### config.mk
export PLATFORM = sky130hd
export DESIGN_NAME = imem_loader_flat
export DESIGN_NICKNAME = d
export VERILOG_FILES = /design/src/rtl/imem_loader_if.sv /design/src/rtl/imem_loader.sv /design/src/flat_wrapper.sv
export SDC_FILE = /design/constraint.sdc
export NUM_CORES = 1
export LEC_CHECK = 0
export CAP_MARGIN = 20
export CORE_UTILIZATION = 52
export CTS_CLUSTER_DIAMETER = 40
export CTS_CLUSTER_SIZE = 12
export DETAILED_ROUTE_END_ITERATION = 16
export GPL_TIMING_DRIVEN = 0
export PLACE_DENSITY_LB_ADDON = 0.3
export SYNTH_ARGS = -nofsm -noshare
export SYNTH_HDL_FRONTEND = slang
export SYNTH_SLANG_ARGS = --single-unit
### constraint.sdc
create_clock -name clk -period 3.5 [get_ports clk]
set_clock_uncertainty 0.2 [all_clocks]
set_input_delay 0.525 -clock clk [delete_from_list [all_inputs] [get_ports clk]]
set_output_delay 0.525 -clock clk [all_outputs]
set_load 0.005 [all_outputs]
### src/rtl/imem_loader_if.sv
// imem_loader_if: load-request, byte-stream and instruction-memory write signals of the loader
interface imem_loader_if;
    logic        start_i;
    logic [15:0] len_i;
    logic        byte_valid_i;
    logic [7:0]  byte_i;
    logic        byte_ready_o;
    logic        imem_we_o;
    logic [31:0] imem_addr_o;
    logic [31:0] imem_wdata_o;
    logic        core_rst_o;
    logic        busy_o;
    logic        done_o;
    logic        err_o;
    modport master (
        output start_i, len_i, byte_valid_i, byte_i,
        input  byte_ready_o, imem_we_o, imem_addr_o, imem_wdata_o, core_rst_o, busy_o, done_o, err_o
    );
    modport slave (
        input  start_i, len_i, byte_valid_i, byte_i,
        output byte_ready_o, imem_we_o, imem_addr_o, imem_wdata_o, core_rst_o, busy_o, done_o, err_o
    );
endinterface

### src/rtl/imem_loader.sv
// imem_loader: assembles a little-endian byte stream into words and writes them to instruction memory
module imem_loader #(
    parameter int n = 20
) (
    input logic          clk,
    input logic          rst,
    imem_loader_if.slave bus
);
    typedef enum logic [1:0] {IDLE, RECV, WRITE, RUN} state_t;
    state_t      state;
    logic [15:0] len;
    logic [15:0] word_cnt;
    logic [1:0]  byte_cnt;
    logic [31:0] word;
    logic        len_zero;
    logic        len_bad;
    logic        last_word;
    assign len_zero  = bus.len_i == 16'd0;
    assign len_bad   = {16'd0, bus.len_i} > 32'(n);
    assign last_word = word_cnt == len - 16'd1;
    // single FSM; every output is a register updated together with the state transition
    always_ff @(posedge clk) begin
        if (rst) begin
            state            <= IDLE;
            len              <= '0;
            word_cnt         <= '0;
            byte_cnt         <= '0;
            word             <= '0;
            bus.err_o        <= 1'b0;
            bus.done_o       <= 1'b0;
            bus.imem_we_o    <= 1'b0;
            bus.byte_ready_o <= 1'b0;
            bus.busy_o       <= 1'b0;
            bus.core_rst_o   <= 1'b1;
            bus.imem_addr_o  <= '0;
            bus.imem_wdata_o <= '0;
        end else begin
            bus.done_o    <= 1'b0;
            bus.imem_we_o <= 1'b0;
            case (state)
                IDLE, RUN: begin
                    if (bus.start_i && len_bad) begin
                        bus.err_o <= 1'b1;
                    end else if (bus.start_i) begin
                        bus.err_o        <= 1'b0;
                        len              <= bus.len_i;
                        word_cnt         <= '0;
                        byte_cnt         <= '0;
                        state            <= len_zero ? RUN : RECV;
                        bus.done_o       <= len_zero;
                        bus.core_rst_o   <= !len_zero;
                        bus.busy_o       <= !len_zero;
                        bus.byte_ready_o <= !len_zero;
                    end
                end
                RECV: begin
                    if (bus.byte_valid_i && bus.byte_ready_o) begin
                        word[{byte_cnt, 3'b000} +: 8] <= bus.byte_i;
                        byte_cnt <= byte_cnt + 2'd1;
                        if (byte_cnt == 2'd3) begin
                            state            <= WRITE;
                            bus.byte_ready_o <= 1'b0;
                            bus.imem_we_o    <= 1'b1;
                            bus.imem_addr_o  <= {14'd0, word_cnt, 2'b00};
                            bus.imem_wdata_o <= {bus.byte_i, word[23:0]};
                        end
                    end
                end
                WRITE: begin
                    word_cnt         <= word_cnt + 16'd1;
                    state            <= last_word ? RUN : RECV;
                    bus.done_o       <= last_word;
                    bus.core_rst_o   <= !last_word;
                    bus.busy_o       <= !last_word;
                    bus.byte_ready_o <= !last_word;
                end
            endcase
        end
    end
endmodule

### src/flat_wrapper.sv
// flat-port wrapper written by rule: the top's interface ports become plain ports
module imem_loader_flat 
#(
    parameter int n = 20
)
  (clk, rst, bus_start_i, bus_len_i, bus_byte_valid_i, bus_byte_i, bus_byte_ready_o, bus_imem_we_o, bus_imem_addr_o, bus_imem_wdata_o, bus_core_rst_o, bus_busy_o, bus_done_o, bus_err_o);
  imem_loader_if bus_i ();
  input logic clk;
  input logic rst;
  input wire logic [$bits(bus_i.start_i)-1:0] bus_start_i;
  input wire logic [$bits(bus_i.len_i)-1:0] bus_len_i;
  input wire logic [$bits(bus_i.byte_valid_i)-1:0] bus_byte_valid_i;
  input wire logic [$bits(bus_i.byte_i)-1:0] bus_byte_i;
  output wire logic [$bits(bus_i.byte_ready_o)-1:0] bus_byte_ready_o;
  output wire logic [$bits(bus_i.imem_we_o)-1:0] bus_imem_we_o;
  output wire logic [$bits(bus_i.imem_addr_o)-1:0] bus_imem_addr_o;
  output wire logic [$bits(bus_i.imem_wdata_o)-1:0] bus_imem_wdata_o;
  output wire logic [$bits(bus_i.core_rst_o)-1:0] bus_core_rst_o;
  output wire logic [$bits(bus_i.busy_o)-1:0] bus_busy_o;
  output wire logic [$bits(bus_i.done_o)-1:0] bus_done_o;
  output wire logic [$bits(bus_i.err_o)-1:0] bus_err_o;
  assign bus_i.start_i = bus_start_i;
  assign bus_i.len_i = bus_len_i;
  assign bus_i.byte_valid_i = bus_byte_valid_i;
  assign bus_i.byte_i = bus_byte_i;
  assign bus_byte_ready_o = bus_i.byte_ready_o;
  assign bus_imem_we_o = bus_i.imem_we_o;
  assign bus_imem_addr_o = bus_i.imem_addr_o;
  assign bus_imem_wdata_o = bus_i.imem_wdata_o;
  assign bus_core_rst_o = bus_i.core_rst_o;
  assign bus_busy_o = bus_i.busy_o;
  assign bus_done_o = bus_i.done_o;
  assign bus_err_o = bus_i.err_o;
  imem_loader #(.n(n)) u_core (.clk(clk), .rst(rst), .bus(bus_i));
endmodule
======== Word level (Yosys, flattened, before mapping) ========
Cells that the tools add are included.
word-level totals
  flip-flop bits (word level) ............. 122
  bits in latches ......................... 0
  memory bits (writable) .................. 0
  ROM bits ................................ 0
  input bits .............................. 28
  word-level logic and storage cells ...... 77
  memories ................................ 0
cells by class
  $add $sub $neg .......................... 4
  $mul .................................... 0
  div/mod/pow operators ................... 0
  magnitude comparators ................... 1
  eq/ne operators ......................... 9
  shifts and indexed selects .............. 2
  mux-type cells .......................... 27
  bitwise logic cells ..................... 3
  reduce and logical (&&, ||, !) cells .... 18
operators with widths
  cell                    count
  $bwmux 32               1
  $mux 16                 2
  $pmux 16 s2             1
  $shift 8x7->32 const A  1
  $shiftx 8x7->32         1
  $mux 2                  9
  $add 16x1->16 const B   1
  $eq 16x16->1            1
  $gt 16x5->1 const B     1
  $logic_not 16->1        1
  $sub 16x1->16 const B   1
  $mux 1                  9
  $reduce_and 3->1        3
  $reduce_and 4->1        2
  $neg 5->7               1
  $eq 2x2->1 const B      3
  $pmux 2 s3              1
  $reduce_bool 2->1       3
  $ne 2x1->1 const B      2
  $ne 2x2->1 const B      2
  $pmux 1 s2              2
  $pmux 2 s2              1
  $reduce_and 2->1        2
  $not 1->1               3
  8 further kinds         10

======== Depth between registers and ports, before layout ========
Gate-level depths: netlist of run 1.
  word-level depth ........................ 5
  gate-level depth with buffers ........... 10
  gate-level depth less buffers ........... 8

======== Least setup slack after synthesis of run 1 ========
OpenSTA, ideal clock, no wires.
  path kind ............................... input -> register
  start ................................... input port bus_len_i[8]
  end ..................................... register u_core.word_cnt[15]
  library setup time ...................... 0.072 ns
  arrival time ............................ 2.326 ns
  setup slack ............................. 0.902 ns
  stages on the path ...................... 7
  buffers on the path ..................... 1
  cell sequence ........................... nor4_1 -> nand3_1 -> o31a_1 -> clkbuf_1 -> or3_1 -> or4_1 -> a21oi_1
on the way
  longest elaborated chain between the ends .. 4
RTL lines
  what                               line                source
  start: declaration                 flat_wrapper.sv:11  input wire logic [$bits(bus_i.len_i)-1:0] bus_len_i;
  $gt 16x5->1                        imem_loader.sv:19   assign len_bad = {16'd0, bus.len_i} > 32'(n);
  $logic_and 1x1->1                  imem_loader.sv:42   if (bus.start_i && len_bad) begin
  $ne 2x2->1 (no source line)        --
  $reduce_and 3->1 (no source line)  --
  end signal: assignment             imem_loader.sv:70   word_cnt <= word_cnt + 16'd1;
  end: declaration                   imem_loader.sv:12   logic [15:0] word_cnt;
No other way between the ends.
A chain may end at the register's enable or synchronous reset.

======== Worst setup path in the final report of run 1 ========
  start ................................... register u_core.len[0]
  end ..................................... register u_core.bus.done_o
on the way
  longest elaborated chain between the ends .. 3
RTL lines
  what                      line                  source
  start: declaration        imem_loader.sv:11     logic [15:0] len;
  start signal: assignment  imem_loader.sv:46     len <= bus.len_i;
  $sub 16x1->16             imem_loader.sv:20     assign last_word = word_cnt == len - 16'd1;
  $eq 16x16->1              imem_loader.sv:20
  $pmux 1 s2                imem_loader.sv:40     case (state)
  end signal: assignment    imem_loader.sv:50     bus.done_o <= len_zero;
  end signal: assignment    imem_loader.sv:72     bus.done_o <= last_word;
  end: declaration          imem_loader_if.sv:21  output byte_ready_o, imem_we_o, imem_addr_o, imem_wdata_o, core_rst_o, busy_o, done_o, err_o
No other way between the ends.

==> results.md, run 1 <==
Setup path:
- Data on the critical path arrives at its endpoint at 3.17 ns.
- The worst setup path is launched from a register.
- The kind of end point of the critical path is a register.
- The category of the critical setup timing path is reg2reg.
- The largest fanout of any net on the critical path is 6.
- The setup check on the worst reg-to-reg path leaves a slack of 0.60 ns.
- STA puts the critical path data required time at 3.77 ns.

Logic synthesis:
- The distinct cell type count after synthesis is 56.
- After synthesis the cells add up to 5140 µm².
- The synthesis warning total is 0.
- In this run, synthesis produced a sequential element count of 114.
- Of the synthesized area, sequential elements account for 0.444.
- Counting flops with a built-in enable in the synthesized netlist gives 0.
- The mean area per synthesized cell is 8.10 µm².
- In the synthesized netlist the dominant register cell turns out to be sky130_fd_sc_hd__dfxtp_1.
- The fraction of synthesis flops using an asynchronous set or reset pin is 0.
- Counting every instance in the synthesized netlist gives 635.

Placed design:
- The count of port buffers added during placement is 80.
- The detailed-placement wirelength estimate is 9.59 mm.
- The weighted congestion reported at the end of routability-driven placement is 0.886.
- After detailed placement, the total cell area comes to around 6000 µm².

Timing:
- Setup repair after global routing left no endpoint under its margin.
- The maximum achievable frequency is 0.345 GHz.
- The setup violation total in the final timing report is 0.
- Adding up every negative setup slack in the final design gives 0 ns.
- The transition time of the tightest slew-check pin is 1.10 ns.
- The worst hold margin is 0.184 ns.
- The number of failing hold endpoints at the final stage is 0.
- Counting I/O delays and the setup requirement, the final critical path takes 2.90 ns.
- The share of the clock period used by the worst path is 0.828.
- The worst max-slew margin expressed relative to the limit is 0.261.
- The number of pins exceeding their max-slew limit in the final report came to 0.

Global route:
- The largest net degree at the start of global routing is 17.
- The initial antenna violation count is 0.
- The number of global-route vias before repair came to 4,598.
- The first-pass GRT wire length is 21.4 mm.
- Global routing finished with a remaining overflow of 0.
- For this run, the total global-route usage over all layers was measured as 0.267.

Final layout:
- The area growth from synthesis to layout is 30.0%.
- The number of antenna diodes in the final layout is 0.
- The number of nets in the final layout is ~790.
- With fillers left out, the area of the finished cells amounts to 6690 µm².
- In the final layout, the share of cells above drive strength 1 is 0.0814.
- The share of the core filled with cells is 0.711.

Drt:
- The total vias in the final route is 4,928.
- The detailed router finished its first iteration with 317 violations.
- The count of nets left with antenna violations once routing finished came out at 0.
- After detailed routing, the number of vias per cell comes to 5.53.
- After detailed routing, the number of remaining DRC violations is 0.
- The post-detailed-route wirelength per cell is approximately 15 µm.
- Wires add up to roughly 13 mm.
- Before antenna repair, the detailed router went through 5 iterations.

Clock tree:
- The CTS tree is yes.
- After clock tree synthesis, the setup repair step added 0 buffers.
- The number of levels in the clock H-tree is 4.
- The clock transition at the registers of the reported paths is 0.06 ns.
- The CTS buffer count is 17.
- Gates resized during post-CTS repair numbered 0.
- At the later pin of the worst-skew pair, clock insertion delay measures 0.52 ns.
- Counting along the longest clock path gives a buffer depth of 2.
- The master cell of the clock root buffer is sky130_fd_sc_hd__clkbuf_8.
- The cts-stage hold buffer count is 0.
- The number of clock sinks seen by CTS is between 100 and 150.

Floorplanning:
- In this run the standard cell core region covers 9420 µm².
- The horizontal die dimension is 101 µm.
- The die covers 10,300 µm².
- The cell row count is 35.
- The vertical die dimension is between 100 and 150 µm.
- The number of ports placed on the die boundary is 98.
- The initial standard-cell utilization of the core is 0.546.

Power and ir drop:
- Of the total power, the clock network draws 0.520.
- Of the total power, registers draw 0.446.
- The internal power consumption is 2.22 mW.
- Of the total power, combinational logic draws 0.034.
- The largest vdd supply drop is 0.000360 V.
- For this design the total switching power over the nets is 0.695 mW.
- The leakage power figure is 2.43 nW.
- The total power density per cell area is 435 nW/µm².
- Of the total power, the share spent switching nets is 0.239.

Min path:
- The path type of the worst min-delay path is in2reg.

Outcome:
- The run finished with clean final reports.

Run:
- The max-capacitance violation count is 0.
[final cells by class]
| cell class | instances | area (µm²) |
|---|---|---|
| fill | 733 | 2730 |
| multi-input combinational | 467 | 2560 |
| sequential | 114 | 2280 |
| timing repair buffer | 80 | 801 |
| clock buffer | 17 | 414 |
| buffer | 53 | 299 |
| tap | 129 | 161 |
| clock inverter | 15 | 113 |
| inverter | 16 | 60.1 |
[placed cells by master (no fill, tap or decap), types with 16 or more instances in the layout]
cell type,netlist,layout
sky130_fd_sc_hd__nor2_1,35,35
sky130_fd_sc_hd__buf_4,18,18
sky130_fd_sc_hd__and3_1,17,17
sky130_fd_sc_hd__clkbuf_1,26,26
sky130_fd_sc_hd__clkdlybuf4s50_1,0,80
sky130_fd_sc_hd__nand2_1,140,140
sky130_fd_sc_hd__a21oi_1,79,79
sky130_fd_sc_hd__clkbuf_16,0,16
sky130_fd_sc_hd__dfxtp_1,114,114
sky130_fd_sc_hd__nand3_1,30,30
sky130_fd_sc_hd__conb_1,1,16
sky130_fd_sc_hd__inv_1,16,16
sky130_fd_sc_hd__xnor2_1,20,20
[worst paths after layout]
| check | end | from | cells past startpoint |
|---|---|---|---|
| hold reg to reg | u_core.word[4] | u_core.word[4] | 2 |
| hold / removal | u_core.bus.done_o | rst | 3 |
| setup / recovery | u_core.bus.done_o | u_core.len[0] | 8 |
| setup reg to reg | u_core.bus.done_o | u_core.len[0] | 8 |
[synthesized netlist by cell type, types with 2 or more instances]
library cell | number | area share
sky130_fd_sc_hd__o21ai_0 | 8 | 0.0078
sky130_fd_sc_hd__o2bb2ai_1 | 2 | 0.0034
sky130_fd_sc_hd__buf_4 | 18 | 0.026
sky130_fd_sc_hd__and2_1 | 6 | 0.0073
sky130_fd_sc_hd__nor2_1 | 35 | 0.026
sky130_fd_sc_hd__nand4_1 | 11 | 0.013
sky130_fd_sc_hd__o31a_1 | 3 | 0.0051
sky130_fd_sc_hd__nor4_1 | 13 | 0.016
sky130_fd_sc_hd__and3_1 | 17 | 0.021
sky130_fd_sc_hd__o22ai_1 | 2 | 0.0024
sky130_fd_sc_hd__clkbuf_1 | 26 | 0.019
sky130_fd_sc_hd__a31oi_1 | 5 | 0.0061
sky130_fd_sc_hd__nand3_1 | 30 | 0.029
sky130_fd_sc_hd__nand2_1 | 140 | 0.10
sky130_fd_sc_hd__a21oi_1 | 79 | 0.077
sky130_fd_sc_hd__buf_1 | 3 | 0.0022
sky130_fd_sc_hd__dfxtp_1 | 114 | 0.44
sky130_fd_sc_hd__a21o_1 | 2 | 0.0029
sky130_fd_sc_hd__ha_1 | 10 | 0.024
sky130_fd_sc_hd__mux2i_1 | 6 | 0.012
sky130_fd_sc_hd__buf_6 | 4 | 0.0088
sky130_fd_sc_hd__a211oi_1 | 3 | 0.0044
sky130_fd_sc_hd__o21a_1 | 3 | 0.0044
sky130_fd_sc_hd__or4_1 | 5 | 0.0073
sky130_fd_sc_hd__inv_1 | 16 | 0.012
sky130_fd_sc_hd__xor2_1 | 10 | 0.017
sky130_fd_sc_hd__nor3_1 | 6 | 0.0058
sky130_fd_sc_hd__nor3b_1 | 3 | 0.0044
sky130_fd_sc_hd__o31ai_1 | 4 | 0.0058
sky130_fd_sc_hd__nand3b_1 | 2 | 0.0029
sky130_fd_sc_hd__or3_1 | 5 | 0.0061
sky130_fd_sc_hd__xnor2_1 | 20 | 0.034
[flip-flops by register name, summed over array words and instances (netlist names)]
| register | cells |
|---|---|
| u_core.bus.busy_o | 1 |
| u_core.bus.byte_ready_o | 1 |
| u_core.bus.core_rst_o | 1 |
| u_core.bus.done_o | 1 |
| u_core.bus.err_o | 1 |
| u_core.bus.imem_addr_o | 16 |
| u_core.bus.imem_wdata_o | 32 |
| u_core.bus.imem_we_o | 1 |
| u_core.byte_cnt | 2 |
| u_core.len | 16 |
| u_core.state | 2 |
| u_core.word | 24 |
| u_core.word_cnt | 16 |
[power by group through the flow]
stage          Clock [mW]  Sequential [mW]  Combinational [mW]
5_1_grt              1.58             1.30               0.106
4_1_cts              1.51             1.30              0.0964
3_5_place_dp            0             1.33              0.0958
6_report             1.51             1.30              0.0980
2_1_floorplan           0             1.33              0.0453
3_3_place_gp            0             1.33              0.0949
[metal layers]
| layer | GRT usage | part of all wire | wire length, µm |
|---|---|---|---|
| met5 | 0 | 0 | 0 |
| met4 | 0.100 | 0.014 | 191 |
| met3 | 0.0559 | 0.065 | 863 |
| met2 | 0.473 | 0.50 | 6690 |
| met1 | 0.319 | 0.42 | 5580 |
[critical path, stage by stage, from the launching register on]
cell,delay [ns]
sky130_fd_sc_hd__dfxtp_1,0.37
sky130_fd_sc_hd__inv_1,0.08
sky130_fd_sc_hd__ha_1,0.25
sky130_fd_sc_hd__or4b_4,0.51
sky130_fd_sc_hd__or4_1,0.51
sky130_fd_sc_hd__o311ai_1,0.12
sky130_fd_sc_hd__o211ai_2,0.14
sky130_fd_sc_hd__nor4_4,0.46
sky130_fd_sc_hd__a31o_1,0.21
[metrics by stage]
stage | worst slack, ns | instances | total power [mW]
after global placement | 0.228 | 859 | 1.42
after floorplan | 0.902 | 650 | 1.37
after global routing | 0.378 | 891 | 2.99
after detailed placement | 0.182 | 859 | 1.42
final | 0.600 | 891 | 2.91
after CTS | 0.606 | 891 | 2.91
[logic make-up after synthesis]
group | share of synthesized area
other cells | 0.000729
buf+inv | 0.0698
mux | 0.0117
simple gates | 0.259
fa+ha+maj | 0.0243
flops | 0.444
compound gates | 0.140
xor+xnor | 0.0511
Note: power is estimated with default switching activity, not from simulation.
==> inputs of run 2 (changes only) <==
--- a/config.mk
+++ b/config.mk
@@ -6,7 +6,7 @@
 export NUM_CORES = 1
 export LEC_CHECK = 0
 export CAP_MARGIN = 20
-export CORE_UTILIZATION = 52
+export CORE_UTILIZATION = 47
 export CTS_CLUSTER_DIAMETER = 40
 export CTS_CLUSTER_SIZE = 12
 export DETAILED_ROUTE_END_ITERATION = 16
==> constraint.sdc (replaced) <==
create_clock -name clk -period 2.46 [get_ports clk]
set_clock_uncertainty 0.2 [all_clocks]
set_input_delay 0.369 -clock clk [delete_from_list [all_inputs] [get_ports clk]]
set_output_delay 0.369 -clock clk [all_outputs]
set_load 0.005 [all_outputs]
==> run 2 against run 1 <==
Sequential share of layout area down 1.7 points. Register-to-register slack worse by 0.66 ns. Die area up 10%. The run now ends with negative setup slack left. Sequential power up 42%. Largest power group unchanged. Utilization down 3.4 points. Sequential cell count unchanged. First-iteration DRC count down 9.1%. Routed wire length up 4.2%. Clock power up 73%. Setup slack worse by 0.66 ns. Non-clock buffer count up 5. Critical endpoint is now u_core.bus.byte_ready_o. Clock-buffer cell count up 3.
==> results.md, run 2 (synthesized netlist as in run 1, its figures left out) <==
Timing:
- The post-route minimum period is around 2.5 ns.
- In the finished design, the share of the clock period the worst path needs comes to 1.03.
- In this run the tightest slew margin relative to its limit is 0.581.
- The number of failing hold endpoints at the final stage came to 0.
- The transition time of the tightest slew-check pin is 0.623 ns.
- The number of pins exceeding their max-slew limit in the final report came to 0.
- The worst setup margin is -0.0645 ns.
- On the final layout, the worst hold slack is 0.0480 ns.
- The setup TNS after final layout is -0.207 ns.
- The setup violation total in the final timing report is 5.
- Setup repair after global routing could not meet its margin everywhere.
- The maximum achievable frequency is 0.396 GHz.

Setup path:
- The depth of the critical timing path with buffers and inverters included is 9.
- The cell type of the slowest stage on the worst timing path is sky130_fd_sc_hd__or4b_4.
- The number of buffers and inverters on the critical path is 2.
- The kind of cell with the highest combined delay along the critical path is simple AND/OR/NAND/NOR gates.
- Traced cell by cell, the critical path runs through inv_4 -> ha_4 -> or4b_4 -> or4_4 -> o311ai_4 -> o211ai_2 -> nor4_4 -> buf_6 -> o22ai_2.
- The critical path capture point is u_core.bus.byte_ready_o.
- The endpoint arrival time on the critical path is 2.71 ns.
- The startpoint of the worst-slack reg-to-reg timing path is u_core.len[1].
- In this run the worst setup path begins at u_core.len[1].
- The delay of the slowest cell on the worst path is 0.47 ns.
- The kind of end point of the critical path is a register.
- The endpoint of the lowest-slack register-to-register path is u_core.bus.byte_ready_o.
- Along the worst path, the maximum fanout reaches 5.
- The nature of the critical path startpoint is a register.
- STA puts the critical path data required time at about 2.7 ns.
- The worst setup path is of the reg2reg kind.
- The number of cells on the worst reg-to-reg path is 9.
- The slack of the worst reg-to-reg path is -0.06 ns.

Floorplanning:
- In this run the vertical extent of the chip is between 100 and 150 µm.
- The initial standard-cell utilization of the core is 0.492.
- After floorplanning, the core was divided into 37 placement rows.
- After floorplanning, the core was sized to cover 10,500 µm².
- The die covers 11,400 µm².
- The number of ports placed on the die boundary is 98.
- Measured along the x axis, the die boundary spans 107 µm.

Clock tree:
- The master cell of the clock root buffer is sky130_fd_sc_hd__clkbuf_8.
- After clock tree synthesis, the clock-pin slew on the worst setup and hold paths is 0.06 ns.
- The number of levels in the clock H-tree is 4.
- The longest clock path from root to sink contains 2 buffers.
- The number of clock sinks seen by CTS is 114.
- The CTS buffer count is 17.
- The cts-stage hold buffer count is 0.
- The clock latency of the later-clocked register in the worst-skew pair is 0.53 ns.
- TritonCTS built the clock tree.

Placed design:
- The detailed-placement wirelength estimate is 9.65 mm.
- Input and output buffers added on the ports amount to 80.
- OpenSTA, run right after detailed placement, puts the worst setup slack at -0.810 ns.
- The weighted congestion reported at the end of routability-driven placement is 0.886.

Drt:
- In this run the remaining antenna-violating nets after routing total 0.
- Using the TritonRoute via totals, the vias-per-cell ratio works out to 5.44.
- The detailed router finished its first iteration with between 200 and 300 violations.
- The first detailed-routing pass ran for 5 iterations.
- The total vias in the final route is 4,915.
- The post-detailed-route wirelength per cell is approximately 15 µm.
- The count of unresolved DRC violations after routing is 0.
- The wire length reported by the detailed router is roughly 14 mm.

Global route:
- The initial antenna violation count is 0.
- The largest net degree at the start of global routing is 17.
- Summed over all layers, the global routing overflow is 0.
- The first-pass GRT wire length is 22.6 mm.
- The number of global-route vias before repair is 4,847.
- The overall fraction of global-route tracks in use is 0.253.

Outcome:
- The checks that failed: negative setup slack.
- The run finished, with violations left.

Final layout:
- The register with the most flip-flops in the layout has 32 of them.
- The most common cell after layout, fill and taps aside is sky130_fd_sc_hd__nand2_1.
- After the last flow step, the layout net total stands at 792.
- The area growth from synthesis to layout is 37.7%.
- The share of the core filled with cells is 0.677.
- In the layout the commonest cells are sky130_fd_sc_hd__nand2_1 (139), sky130_fd_sc_hd__dfxtp_1 (110), sky130_fd_sc_hd__clkdlybuf4s50_1 (80), sky130_fd_sc_hd__a21oi_1 (79), sky130_fd_sc_hd__nor2_1 (35).
- In the final layout, the registers with the most flip-flops are u_core.bus.imem_wdata_o (32), u_core.word (24).
- The share of final-layout standard cells stronger than drive strength 1 is 0.140.
- The sequential cells in the finished layout cover a total of around 2300 µm².
- Summing all multi-input logic gate instances after layout gives 2750 µm².
- Ranked by flip-flop count, first place goes to u_core.bus.imem_wdata_o.
- 0 antenna diodes ended up in the layout.
- The filler cell count in the final layout is 853.

Power and ir drop:
- The power consumption is roughly 4.6 mW.
- The worst-case IR drop observed on VDD is 0.000475 V.
- For this design the ratio of total power to cell area is 650 nW/µm².
- The analysis attributes to cell leakage a power of 2.61 nW.

Run:
- The max-capacitance violation count is 0.

Min path:
- The worst hold path belongs to the class in2reg.
==> run 2: metal layers <==
metal	vias up	part of all wire	wire, µm	track usage
met5	-	0	0	0
met4	0	0.022	304	0.122
met3	29	0.058	799	0.0608
met2	171	0.49	6820	0.421
met1	2316	0.43	5960	0.307
li1	2399	-	-	-
==> run 2: power by group <==
group	switching, mW	internal [mW]
Combinational	0.0785	0.0713
Clock	0.879	1.73
Sequential	0.00120	1.85
==> run 2: worst min-delay path by stage <==
stage              startpoint                          to  slack (ns)  cells past startpoint
2_1_floorplan  u_core.word[0]  u_core.bus.imem_wdata_o[0]        0.23                      2
3_3_place_gp   u_core.word[6]              u_core.word[6]        0.24                      2
3_5_place_dp   u_core.word[5]              u_core.word[5]        0.24                      2
4_1_cts                   rst           u_core.bus.done_o        0.04                      3
5_1_grt                   rst           u_core.bus.done_o        0.06                      3
6_report                  rst           u_core.bus.done_o        0.05                      3
==> run 2: area by class of cell <==
type	count	share of cell area
clock buffer	20	0.0643
inverter	16	0.00919
buffer	49	0.0413
sequential	114	0.324
timing repair buffer	89	0.123
tap	136	0.0240
multi-input combinational	467	0.389
clock inverter	12	0.0254
==> run 2: repair_timing <==
item | 4_1_cts | 5_1_grt
endpoints found under the setup margin | 38 | 73
gates resized for setup | 25 | 24
gates cloned | 0 | 0
endpoints found under the hold margin | 0 | 0
pin swaps | 9 | 7
buffers inserted | 5 | 4
==> run 2: worst reg2reg max path, delay by kind of cell, from the launching register on <==
family	cells	cell delay [ns]
buffers and inverters	2	0.23
AND/OR/NAND/NOR	3	1.16
AO/OA/AOI/OAI	3	0.30
adder cells (fa/ha/maj)	1	0.13
flip-flops	1	0.37
==> run 2: per-stage QoR <==
| step | std cells | cell area [µm²] |
|---|---|---|
| floorplan | 650 | 5220 |
| global placement | 866 | 6190 |
| detailed placement | 866 | 6190 |
| CTS | 901 | 6960 |
| global route | 903 | 7080 |
| finish | 903 | 7080 |
